[config.mk]
export PLATFORM = sky130hd
export DESIGN_NAME = sram_arbiter_flat
export DESIGN_NICKNAME = d
export VERILOG_FILES = /design/src/rtl/sram_arbiter_pkg.sv /design/src/rtl/sram_arbiter_if.sv /design/src/rtl/sram_arbiter_arb_select.sv /design/src/rtl/sram_arbiter.sv /design/src/flat_wrapper.sv
export SDC_FILE = /design/constraint.sdc
export NUM_CORES = 1
export LEC_CHECK = 0
export BUFFER_PORTS_ARGS = -buffer_cell sky130_fd_sc_hd__buf_2
export CAP_MARGIN = 25
export CORE_ASPECT_RATIO = 1.4
export CORE_MARGIN = 10
export CORE_UTILIZATION = 33
export CTS_CLUSTER_DIAMETER = 80
export DETAILED_ROUTE_END_ITERATION = 6
export GPL_ROUTABILITY_DRIVEN = 0
export MAX_ROUTING_LAYER = met4
export PLACE_DENSITY = 0.77
export SLEW_MARGIN = 10
export SYNTH_ARGS = -nofsm -noshare
export SYNTH_HDL_FRONTEND = slang
export SYNTH_SLANG_ARGS = --single-unit
[constraint.sdc]
create_clock -name CLOCK_50_I -period 1.4 [get_ports CLOCK_50_I]
set_input_delay 0.14 -clock CLOCK_50_I [delete_from_list [all_inputs] [get_ports CLOCK_50_I]]
set_output_delay 0.14 -clock CLOCK_50_I [all_outputs]
set_load 0.05 [all_outputs]
[src/rtl/sram_arbiter_pkg.sv]
// Shared types and constants for the SRAM port arbiter.
package sram_arbiter_pkg;

   localparam int SRAM_AW = 18;
   localparam int SRAM_DW = 16;

   localparam int ARB_VGA  = 0;
   localparam int ARB_UART = 1;
   localparam int ARB_M1   = 2;

   typedef enum logic [1:0] {
      S_ARB_IDLE    = 2'd0,
      S_ARB_GRANT   = 2'd1,
      S_ARB_RELEASE = 2'd2
   } arb_state_type;

endpackage

[src/rtl/sram_arbiter_if.sv]
// Requester-side bundle of the SRAM arbiter: per-requester request/data plus the arbitrated SRAM bus.
interface sram_arbiter_if #(
   parameter int NUM_REQ = 3
) ();
   import sram_arbiter_pkg::*;

   logic [NUM_REQ-1:0]              req;
   logic [NUM_REQ-1:0][SRAM_AW-1:0] req_address;
   logic [NUM_REQ-1:0][SRAM_DW-1:0] req_write_data;
   logic [NUM_REQ-1:0]              req_we_n;
   logic [NUM_REQ-1:0]              gnt;
   logic [NUM_REQ-1:0]              rvalid;
   logic [SRAM_AW-1:0]              SRAM_address;
   logic [SRAM_DW-1:0]              SRAM_write_data;
   logic                            SRAM_we_n;

   modport master (
      output req, req_address, req_write_data, req_we_n,
      input  gnt, rvalid, SRAM_address, SRAM_write_data, SRAM_we_n
   );

   modport slave (
      input  req, req_address, req_write_data, req_we_n,
      output gnt, rvalid, SRAM_address, SRAM_write_data, SRAM_we_n
   );

endinterface

[src/rtl/sram_arbiter_arb_select.sv]
// Combinational owner selection: lowest index wins; with SRAM_ARB_RR_EN, UART/M1 alternate.
module arb_select
   import sram_arbiter_pkg::*;
#(
   parameter int NUM_REQ = 3
) (
   input  logic [NUM_REQ-1:0] req_i,
`ifdef SRAM_ARB_RR_EN
   input  logic [1:0]         last_served_i,
`endif
   output logic [NUM_REQ-1:0] sel_o
);

   logic [NUM_REQ-1:0] pri_req;

   always_comb begin
      pri_req = req_i;
`ifdef SRAM_ARB_RR_EN
      // When UART and M1 contend without VGA, hide whichever was served last.
      if (!req_i[ARB_VGA] && req_i[ARB_UART] && req_i[ARB_M1]) begin
         if (last_served_i == 2'd1)
            pri_req[ARB_UART] = 1'b0;
         else
            pri_req[ARB_M1] = 1'b0;
      end
`endif
      sel_o = pri_req & (~pri_req + NUM_REQ'(1));
   end

endmodule

[src/rtl/sram_arbiter.sv]
// Shared SRAM port arbiter: priority VGA > UART > M1, burst limiting and a read-valid pipeline.
// Build with SRAM_ARB_RR_EN defined to round-robin between UART and M1.
module sram_arbiter
   import sram_arbiter_pkg::*;
#(
   parameter int NUM_REQ      = 3,
   parameter int READ_LATENCY = 2,
   parameter int MAX_BURST    = 64
) (
   input logic           CLOCK_50_I,
   input logic           resetn,
   sram_arbiter_if.slave bus
);

   localparam logic [1:0] ST_IDLE    = 2'(S_ARB_IDLE);
   localparam logic [1:0] ST_GRANT   = 2'(S_ARB_GRANT);
   localparam logic [1:0] ST_RELEASE = 2'(S_ARB_RELEASE);

   logic [1:0]                              state_q, state_d;
   logic [NUM_REQ-1:0]                      owner_q, owner_d;
   logic [6:0]                              burst_q, burst_d;
   logic [READ_LATENCY-1:0][NUM_REQ-1:0]    rd_pipe_q;
`ifdef SRAM_ARB_RR_EN
   logic [1:0]                              last_q, last_d;
`endif

   logic [NUM_REQ-1:0] sel, gnt, issue;
   logic               owner_req, others_pending, at_limit;
   logic [SRAM_AW-1:0] sram_addr;
   logic [SRAM_DW-1:0] sram_wdata;
   logic               sram_we_n;

   arb_select #(.NUM_REQ(NUM_REQ)) u_sel (
      .req_i         (bus.req),
`ifdef SRAM_ARB_RR_EN
      .last_served_i (last_q),
`endif
      .sel_o         (sel)
   );

   assign gnt            = (state_q == ST_GRANT) ? owner_q : '0;
   assign owner_req      = |(owner_q & bus.req);
   assign others_pending = |(bus.req & ~owner_q);
   assign at_limit       = (burst_q >= 7'(MAX_BURST - 1));

   // A write is only let through while the owner still holds its request.
   always_comb begin
      sram_addr  = '0;
      sram_wdata = '0;
      sram_we_n  = 1'b1;
      for (int i = 0; i < NUM_REQ; i++) begin
         if (gnt[i]) begin
            sram_addr  = bus.req_address[i];
            sram_wdata = bus.req_write_data[i];
            sram_we_n  = bus.req_we_n[i] | ~bus.req[i];
         end
      end
   end

   assign issue = sram_we_n ? (gnt & bus.req) : '0;

   always_comb begin
      state_d = state_q;
      owner_d = owner_q;
      burst_d = burst_q;
`ifdef SRAM_ARB_RR_EN
      last_d  = last_q;
`endif
      case (state_q)
         ST_IDLE: begin
            if (|bus.req) begin
               state_d = ST_GRANT;
               owner_d = sel;
               burst_d = '0;
`ifdef SRAM_ARB_RR_EN
               if (sel[ARB_UART])
                  last_d = 2'd1;
               else if (sel[ARB_M1])
                  last_d = 2'd2;
`endif
            end
         end
         ST_GRANT: begin
            if (burst_q != 7'h7F)
               burst_d = burst_q + 7'd1;
            if (!owner_req || (at_limit && others_pending))
               state_d = ST_RELEASE;
         end
         ST_RELEASE: state_d = ST_IDLE;
         default:    state_d = ST_IDLE;
      endcase
   end

   always_ff @(posedge CLOCK_50_I or negedge resetn) begin
      if (!resetn) begin
         state_q   <= ST_IDLE;
         owner_q   <= '0;
         burst_q   <= '0;
         rd_pipe_q <= '0;
`ifdef SRAM_ARB_RR_EN
         last_q    <= 2'd2;
`endif
      end else begin
         state_q      <= state_d;
         owner_q      <= owner_d;
         burst_q      <= burst_d;
         rd_pipe_q[0] <= issue;
         for (int k = 1; k < READ_LATENCY; k++)
            rd_pipe_q[k] <= rd_pipe_q[k-1];
`ifdef SRAM_ARB_RR_EN
         last_q       <= last_d;
`endif
      end
   end

   assign bus.gnt             = gnt;
   assign bus.rvalid          = rd_pipe_q[READ_LATENCY-1];
   assign bus.SRAM_address    = sram_addr;
   assign bus.SRAM_write_data = sram_wdata;
   assign bus.SRAM_we_n       = sram_we_n;

endmodule

[src/flat_wrapper.sv]
// flat-port wrapper written by rule: the top's interface ports become plain ports
module sram_arbiter_flat import sram_arbiter_pkg::*;
#(
   parameter int NUM_REQ      = 3,
   parameter int READ_LATENCY = 2,
   parameter int MAX_BURST    = 64
)
  (CLOCK_50_I, resetn, bus_req, bus_req_address, bus_req_write_data, bus_req_we_n, bus_gnt, bus_rvalid, bus_SRAM_address, bus_SRAM_write_data, bus_SRAM_we_n);
  sram_arbiter_if #(.NUM_REQ(NUM_REQ)) bus_i ();
  input logic CLOCK_50_I;
  input logic resetn;
  input wire logic [$bits(bus_i.req)-1:0] bus_req;
  input wire logic [$bits(bus_i.req_address)-1:0] bus_req_address;
  input wire logic [$bits(bus_i.req_write_data)-1:0] bus_req_write_data;
  input wire logic [$bits(bus_i.req_we_n)-1:0] bus_req_we_n;
  output wire logic [$bits(bus_i.gnt)-1:0] bus_gnt;
  output wire logic [$bits(bus_i.rvalid)-1:0] bus_rvalid;
  output wire logic [$bits(bus_i.SRAM_address)-1:0] bus_SRAM_address;
  output wire logic [$bits(bus_i.SRAM_write_data)-1:0] bus_SRAM_write_data;
  output wire logic [$bits(bus_i.SRAM_we_n)-1:0] bus_SRAM_we_n;
  assign bus_i.req = bus_req;
  assign bus_i.req_address = bus_req_address;
  assign bus_i.req_write_data = bus_req_write_data;
  assign bus_i.req_we_n = bus_req_we_n;
  assign bus_gnt = bus_i.gnt;
  assign bus_rvalid = bus_i.rvalid;
  assign bus_SRAM_address = bus_i.SRAM_address;
  assign bus_SRAM_write_data = bus_i.SRAM_write_data;
  assign bus_SRAM_we_n = bus_i.SRAM_we_n;
  sram_arbiter #(.NUM_REQ(NUM_REQ), .READ_LATENCY(READ_LATENCY), .MAX_BURST(MAX_BURST)) u_core (.CLOCK_50_I(CLOCK_50_I), .resetn(resetn), .bus(bus_i));
endmodule
Word-level counts from Yosys, hierarchy flattened
Cells that the tools add are included.
{"block": "classes", "bitwise_logic": 12, "muxes": 17, "reduce_logical": 11, "order_cmp": 1, "n_addsub": 2, "eq_ne": 5}
{"op": "18-bit two-way mux", "n": 3}
{"op": "16-bit two-way mux", "n": 3}
{"op": "7-bit two-way mux", "n": 2}
{"op": "7-bit case mux with 2 select lines", "n": 1}
{"op": "3-bit AND", "n": 4}
{"op": "3-bit OR reduction", "n": 3}
{"op": "7-bit by 1-bit adder with 7-bit output (second input constant)", "n": 1}
{"op": "7-bit by 6-bit greater-or-equal comparator with 1-bit output (second input constant)", "n": 1}
{"op": "7-bit inequality test (second input constant)", "n": 1}
{"op": "3-bit two-way mux", "n": 2}
{"op": "3-bit inverter", "n": 2}
{"op": "2-bit two-way mux", "n": 2}
{"op": "2-bit inequality test (second input constant)", "n": 2}
{"op": "2-bit case mux with 2 select lines", "n": 1}
{"op": "2-bit AND reduction", "n": 2}
{"op": "3-bit by 1-bit adder with 3-bit output (second input constant)", "n": 1}
{"op": "1-bit two-way mux", "n": 3}
{"op": "1-bit inverter", "n": 3}
{"op": "1-bit OR", "n": 3}
{"op": "3-bit AND reduction", "n": 1}
{"op": "2-bit by 1-bit == test with 1-bit output (second input constant)", "n": 1}
{"op": "2-bit logical NOT", "n": 1}
{"op": "2-bit by 1-bit inequality test with 1-bit output (second input constant)", "n": 1}
{"op": "2-bit nonzero test", "n": 1}
{"op": "other kinds (3)", "n": 3}
{"block": "word_totals", "wordCells": 53, "output_inout_bits": 41, "reg_bits": 18}

Depth between registers and ports, before layout
Gate-level depths: netlist of the first run.
{"block": "depth", "word_depth": 7, "mapped_depth": 6, "mapped_depth_nobuf": 5}

Hierarchy
From an unflattened synthesis of the first run, not the netlist that was laid out.
{"block": "hier_totals", "cells_unflattened": 197, "hier_area_um2": 1520.2}
{"mod": "sram_arbiter", "cells_each": 194, "area_per_inst_um2": 1493.9, "n_inst": 1}
{"mod": "arb_select", "cells_each": 3, "area_per_inst_um2": 26.3, "n_inst": 1}

Worst setup path before layout of the first run
Ideal clock, no wire load.
{"block": "synth_timing", "kind": "flip-flop to output port", "startpoint": "reg u_core.state_q[0]", "endpoint": "out bus_SRAM_address[0]", "arrival_ns": 2.128, "n_path_buf": 2, "path_stages_with_launch": 6, "slack_ns": -0.868, "required_time_ns": 1.260, "cell_sequence": "dfrtp_1 > and2b_4 > and2_1 > buf_2 > buf_4 > o21ai_0"}
{"block": "synth_between", "elab_chain_len": 5}
{"element": "start, declared", "line_no": "sram_arbiter.sv:19", "rtl": "logic [1:0] state_q, state_d;"}
{"element": "start signal, assigned", "line_no": "sram_arbiter.sv:104", "rtl": "state_q <= state_d;"}
{"element": "2-bit by 1-bit == test with 1-bit output *", "line_no": "sram_arbiter.sv:41", "rtl": "assign gnt = (state_q == ST_GRANT) ? owner_q : '0;"}
{"element": "3-bit two-way mux *", "line_no": "sram_arbiter.sv:41"}
{"element": "18-bit two-way mux (2 in series)", "line_no": "sram_arbiter.sv:52", "rtl": "if (gnt[i]) begin"}
{"element": "18-bit two-way mux *", "line_no": "sram_arbiter.sv:52"}
{"element": "end, declared", "line_no": "flat_wrapper.sv:18", "rtl": "output wire logic [$bits(bus_i.SRAM_address)-1:0] bus_SRAM_address;"}
Mark *: on every way between the ends. The rest lies on a longest branch, timed or not.

Worst setup path after layout of the first run
{"block": "layout_timing", "startpoint": "reg u_core.state_q[1]", "endpoint": "out bus_SRAM_address[14]"}
Same word-level chain as after synthesis.

==> impl_results.md, run 1 <==
- 1st-iter DRT viols: between 150 and 200
- R2r setup slk: 0 ns
- Initial antenna violation count: 0
- Via count: approximately 2600
- Setup Viol. Count Final: 38
- Synthesized area: 1580 µm²
- Latest clock arrival within the worst-skew pair: ~0.26 ns
- Sink Count: 18
- Seq/Total Area, Yosys: 0.286
- Register area: 452 µm²
- Hold path endpoint: u_core.rd_pipe_q[2]
- Leak: ~1.6 nW
- Hold path depth: 2
- Hold Crit Class: in -> reg
- CP max-delay cell: dfrtp_1
- TritonCTS Buffers: 3
- CP startpoint kind: flip-flop
- Pin count of the biggest net entering global routing: 26
- Clock root buffer master: clkbuf_8
- Area Overhead vs Synth: 133%
- Die height: slightly above 100 µm
- Hpwl dp: roughly 6.9 mm
- Worst r2r src: u_core.state_q[1]
- Status: finished, violations left
- Clock transition at path regs: ~0.07 ns
- CTS tree: done
- Fin nets: roughly 490
- Worst Setup End Kind: output port
- Tot Pwr: roughly 8.6 mW
- Wire per inst: 25.8 µm
- CORE AREA: approximately 4600 µm²
- Violated checks: negative setup slack
- GRT Overall Usage: 0.237
- Share of post-route cells with drive strength above 1: 0.715
- H-tree levels: 1
- Via density per instance: 5.83
- GRT overflow: 0
- Avg Inst Size Synth: 7.76 µm²
- Vias in the first global route: about 2500
- Worst R2R End: u_core.burst_q[2]
- Layout Utilization: 0.802
- Die ar.: around 8000 µm²
- Yosys warnings: 0
- Multi-input logic area: 1490 µm²
- Hold wc startpoint: bus_req_we_n[2]
- Die width: about 80 µm
- Number of max-cap violations: 0
- Crit-path cells: and2b_4, and2_4, buf_6, nand2_1, o21ai_4, buf_12
- Rel. slew slack: 0.726
- Setup CP Type: reg -> out
- Starting density of the core: 0.345
- Worst IR Drop VDD: roughly 0.0013 V
- Fmax: roughly 530 MHz
- DRT Pass-1 Iters: 5
- Worst R2R Path Depth: 6
- Placed cell areas: between 2000 and 3000 µm²
- Synth Register Bits: 18
- Period minus WS final: roughly 1.9 ns
- Unrepaired setup endpoints after global routing: true
- Antenna-violating nets left: 0
- Final setup margin: -0.488 ns
- Residual DRC: 0
- Critical path data required time: between 1 and 1.5 ns
- Critical path buffer and inverter count: 2
- Final instance area: around 3700 µm²
- Tcrit/Tclk final: 1.35
- Post-synthesis cell type count: 32
- First-pass GRT wire length: ~14 mm
- Crit path max fanout: 8
- Port Buf Inserts: 150
- Antenna diode instance count: 0
- Final Max Slew Viols: 0
- Fill cells: 247
- Num rows: 29
- Final Hold Fails: 0
- Max clock buf depth: 2
- Final non-filler cell total: 438
- Worst Tran Pin Value: between 0.4 and 0.5 ns
- IO Pins: 151
- Post-Route WL: around 11 mm
- Critical Path AT: approximately 1.8 ns
- Clock skew: 0.00231 ns
- Post-Syn Nets: between 300 and 400
- Pwr Density: roughly 2300 nW/µm²
- Delay-heaviest family, CP: simple AND/OR/NAND/NOR gates
- Cells after synthesis: a little over 200
- Crit-path max cell delay: 0.39 ns
- Placed cell count: 420
## cells in the mapped netlist
library cell / number / area share
nor3b_1: 1 / 0.0048
or3_1: 2 / 0.0079
o211ai_1: 3 / 0.014
o21ai_1: 30 / 0.095
nand2b_4: 1 / 0.0087
and2_4: 1 / 0.0056
o31a_1: 1 / 0.0056
buf_8: 2 / 0.019
dfrtp_1: 18 / 0.29
buf_4: 4 / 0.019
a22oi_1: 29 / 0.14
clkbuf_2: 2 / 0.0064
and2_1: 2 / 0.0079
nand2_1: 43 / 0.10
buf_2: 6 / 0.019
and3_1: 2 / 0.0079
o31ai_1: 3 / 0.014
buf_6: 5 / 0.036
o21ai_0: 10 / 0.032
nor3_1: 2 / 0.0064
and2b_4: 1 / 0.0064
inv_1: 5 / 0.012
a32o_1: 2 / 0.013
a22oi_2: 6 / 0.048
nand4_1: 1 / 0.0040
nor3b_4: 1 / 0.012
a21oi_1: 4 / 0.013
o22ai_1: 2 / 0.0079
nor2_1: 4 / 0.0095
ha_1: 1 / 0.0079
o41ai_1: 1 / 0.0056
nand3_1: 8 / 0.025
## worst max path at each step
| stage | startpoint | end | cells after the start |
|---|---|---|---|
| 2_1_floorplan | u_core.state_q[1] | bus_SRAM_write_data[10] | 6 |
| 3_3_place_gp | u_core.state_q[1] | bus_SRAM_address[1] | 6 |
| 3_5_place_dp | u_core.state_q[1] | bus_SRAM_address[16] | 6 |
| 4_1_cts | u_core.state_q[1] | bus_SRAM_address[1] | 7 |
| 5_1_grt | u_core.state_q[1] | bus_SRAM_address[4] | 7 |
| 6_report | u_core.state_q[1] | bus_SRAM_address[14] | 6 |
## per-layer routing
layer | GRT usage | vias up | share of wire
met5 | - | - | 0
met4 | 0.0996 | 0 | 0.060
met3 | 0.0505 | 59 | 0.088
met2 | 0.437 | 208 | 0.53
met1 | 0.235 | 1187 | 0.33
li1 | - | 1100 | -
## flip-flops by register name, indices dropped and copies added, names as in the netlist
register	flops
u_core.burst_q	7
u_core.bus.rvalid	3
u_core.owner_q	3
u_core.rd_pipe_q	3
u_core.state_q	2
## repair_timing
| item | in CTS | in global routing |
|---|---|---|
| resized for setup | 96 | 30 |
| pin swaps | 3 | 20 |
| buffers inserted | 3 | 5 |
| hold buffers | 1 | 0 |
| endpoints found under the setup margin | 41 | 45 |
| gates cloned | 3 | 4 |
| hold endpoints to repair | 18 | 0 |
## stage by stage
stage / hold WS (ns) / setup WS [ns] / setup TNS (ns)
floorplan: -0.156 / -0.243 / -7.16
global placement: 0.0882 / -0.273 / -8.21
detailed placement: 0.0932 / -0.295 / -8.97
CTS: 0.121 / -0.488 / -16.92
global route: 0.134 / -0.519 / -17.92
finish: 0.120 / -0.488 / -16.21
## cell families (layout without fill, tap and decap cells)
logic type / Yosys count / after routing / share of synthesized area
AO/OA/AOI/OAI: 91 / 91 / 0.386
adder cells (fa/ha/maj): 1 / 1 / 0.00794
buffers and inverters: 24 / 197 / 0.111
flip-flops: 18 / 18 / 0.286
AND/OR/NAND/NOR: 69 / 69 / 0.209
## power breakdown
group / internal [mW] / total [mW] / switching, mW / leakage, nW
Sequential: 0.652 / 0.752 / 0.101 / 0.239
Combinational: 3.14 / 7.43 / 4.29 / 1.34
Clock: 0.250 / 0.426 / 0.176 / 0.0288
Total: 4.04 / 8.61 / 4.56 / 1.61
## area by class of cell
cell class / instances / area share
multi-input cells: 161 / 0.406
well taps: 62 / 0.0212
flip-flops and latches: 18 / 0.123
inverters: 5 / 0.00512
clock buffers: 4 / 0.0150
repair buffers: 188 / 0.429
## layout by cell type, fill, tap and decap left out, drive strengths merged, types with 3 or more instances in the layout
cell type,instances
a21oi,4
a22oi,35
and2,3
buf,184
clkbuf,7
dfrtp,18
inv,5
nand2,43
nand3,8
nor2,4
o211ai,3
o21ai,40
o31ai,3
Note: power is estimated with default switching activity, not from simulation.
==> run 2, diff against run 1 <==
==> constraint.sdc (replaced) <==
create_clock -name CLOCK_50_I -period 1.4 [get_ports CLOCK_50_I]
set_input_delay 0.14 -clock CLOCK_50_I [delete_from_list [all_inputs] [get_ports CLOCK_50_I]]
set_output_delay 0.14 -clock CLOCK_50_I [all_outputs]
set_load 0.1 [all_outputs]
==> run 2 against run 1 <==
The run still ends with negative setup slack left. Routed wire length is 11% higher. Flip-flop and latch count stayed put. Non-clock buffer count is 15 higher. Maximum frequency is 5.7% lower. Setup slack worse by 0.11 ns. Global-route usage is 0.92 points higher. Critical path type unchanged. Largest power group unchanged.
==> impl_results.md, run 2 (same netlist as run 1, synthesis figures left out) <==
- First-pass GRT wire length: 15.2 mm (+4.6%)
- CTS tree: done
- Crit-path cells: nand2b_4, nor3b_4, buf_6, buf_12, a22oi_2, o21ai_4, buf_12
- Most common cell after layout, fill and taps aside: buf_2
- Fin nets: 503 (+3.1%)
- Die ar.: 7980 µm² (unchanged)
- P_int: 5.02 mW (+24%)
- Worst IR Drop VDD: 0.00210 V (+65%)
- IO Pins: 151 (unchanged)
- Final hold slack: 0.178 ns (+0.0574 ns)
- TritonCTS Buffers: 3 (unchanged)
- Pin count of the biggest net entering global routing: 24 (-7.7%)
- Setup CP Type: reg -> out
- Latest clock arrival within the worst-skew pair: 0.25 ns (about the same)
- Die height: 102 µm (unchanged)
- Hold Crit Class: in -> reg
- Die width: 78.4 µm (unchanged)
- Clock transition at path regs: 0.06 ns (about the same)
- P_sw: 6.82 mW (+49%)
- Post-Route WL: 12.5 mm (+11%)
- Area Overhead vs Synth: 162%
- Crit-path max cell delay: 0.42 ns (+0.03 ns)
- Max reg flops: 7 (unchanged)
- Status: finished, violations left
- Leak: 1.78 nW (+11%)
- Critical path data required time: 1.26 ns (about the same)
- Port Buf Inserts: 150 (unchanged)
- Multi-input logic area: 1540 µm² (+3.2%)
- Tcrit/Tclk final: 1.43 (+0.0818)
- Pwr Density: 2870 nW/µm² (+22%)
- Top reg by flops: u_core.burst_q
- Met2 wire length: 6.44 mm (+8.6%)
- 1st-iter DRT viols: 343 (+110%)
- Period minus WS final: 2.00 ns (+0.115 ns)
- Critical path buffer and inverter count: 3 (+1)
- Setup Viol. Count Final: 44 (+16%)
- CP startpoint kind: flip-flop
- Hpwl dp: 7.90 mm (+14%)
- GRT overflow: 0 (unchanged)
- Place WS: -0.315 ns (-0.0192 ns)
- Initial antenna violation count: 1 (+1)
- Unrepaired setup endpoints after global routing: true
- Worst Setup End Kind: output port
- Wire per inst: 27.7 µm (+7.5%)
- Commonest non-fill, non-tap cells in the layout: buf_2, buf_12, o21ai_4, nand2_1, a22oi_2
- Final Hold Fails: 0 (unchanged)
- R2r setup slk: -0.16 ns (-0.16 ns)
- Violated checks: negative setup slack
- Antenna-violating nets left: 0 (unchanged)
- Sink Count: 18 (unchanged)
- Final Max Slew Viols: 0 (unchanged)
- Via density per instance: 6.02 (+3.3%)
- Num rows: 29 (unchanged)
- Rel. slew slack: 0.653 (-0.0738)
- Highest metal used: met4
- Placed cell count: 420 (unchanged)
- Seq pwr share: 0.066 (-0.021)
- Routed wl met3: 1.14 mm (+16%)
- H-tree levels: 1 (unchanged)
- Combinational share of power: 0.905 (+0.042)
- Register area: 453 µm² (+0.28%)
- CP max-delay cell: dfrtp_1
- GRT Overall Usage: 0.247 (+0.00925)
- Clock power frac: 0.030 (-0.020)
- WL met1: 4.26 mm (+16%)
- DRT Pass-1 Iters: 5 (unchanged)
- Worst Tran Pin Value: 0.525 ns (+0.114 ns)
- Crit-path most repeated cell: buf_12
- Via count: 2729 (+6.9%)
- Vias in the first global route: 2615 (+2.9%)
- Layout Utilization: 0.903 (+0.101)
- Number of max-cap violations: 0 (unchanged)
- Final non-filler cell total: 453 (+3.4%)
- Clock skew: 0.000917 ns (-0.00140 ns)
- Clock root buffer master: clkbuf_8
- Fmax: 499 MHz (-5.7%)
- Switching share of power: 0.576 (+0.0456)
- Fill cells: 168 (-32%)
- Final instance area: 4130 µm² (+13%)
- CORE AREA: 4570 µm² (unchanged)
- Placed cell areas: 3560 µm² (+19%)
- Delay-heaviest family, CP: buffers and inverters
- Starting density of the core: 0.345 (unchanged)
- Critical Path AT: 1.86 ns (+0.11 ns)
- Residual DRC: 0 (unchanged)
- Crit path max fanout: 13 (+5)
- Final setup margin: -0.602 ns (-0.115 ns)
- Max clock buf depth: 2 (unchanged)
- Share of post-route cells with drive strength above 1: 0.756 (+0.0410)
-- run 2: cell count changes in the layout (fill, tap and decap cells not counted), moves of 4 or more --
cell and delta:
buf_12 +35, a22oi_2 -5, nand2_2 +11, a22oi_1 +5, nand2_1 -11, buf_8 -21, buf_6 -6, buf_4 +4
-- run 2: worst min-delay path, stage by stage --
cell and delay [ns]:
buf_2 0.14, nand2_2 0.06, nor2_1 0.04
-- run 2: per-layer routing --
layer | vias up | GRT usage
li1 | 1134 | -
met1 | 1300 | 0.246
met2 | 239 | 0.445
met3 | 56 | 0.0647
met4 | 0 | 0.101
met5 | - | -
-- run 2: area by class of cell --
cell class | count | share of cell area
repair buffers | 203 | 0.484
multi-input cells | 161 | 0.372
diodes | 1 | 0.000606
inverters | 5 | 0.00455
clock buffers | 3 | 0.0100
well taps | 62 | 0.0188
flip-flops and latches | 18 | 0.110
-- run 2: what timing repair did --
action,CTS,global route
resized for setup,28,24
endpoints found under the setup margin,42,47
pin swaps,13,22
setup buffers,4,17
hold buffers,1,0
hold endpoints to repair,18,0
cloned,4,6
-- run 2: through the flow --
step	setup TNS, ns	total power, mW
global route	-22.42	12.1
finish	-21.06	11.8
CTS	-19.09	11.1
detailed placement	-9.40	10.2
global placement	-6.53	10.1
floorplan	-15.75	7.01
-- run 2: final timing paths --
kind,from,endpoint,depth (start not counted)
min reg2reg,u_core.rd_pipe_q[2],u_core.bus.rvalid[2],0
max reg2reg,u_core.state_q[1],u_core.rd_pipe_q[1],7
min in group asynchronous,resetn,u_core.burst_q[6],2
min,bus_req[1],u_core.rd_pipe_q[1],3
max,u_core.state_q[1],bus_SRAM_write_data[6],7
max in group asynchronous,resetn,u_core.owner_q[1],2
-- run 2: power by group through the flow --
stage / logic (mW) / clock network (mW) / registers, mW
after CTS: 9.96 / 0.357 / 0.762
after global routing: 11.0 / 0.372 / 0.785
after global placement: 9.33 / 0 / 0.750
final: 10.7 / 0.350 / 0.776
after detailed placement: 9.47 / 0 / 0.766
after floorplan: 6.24 / 0 / 0.772
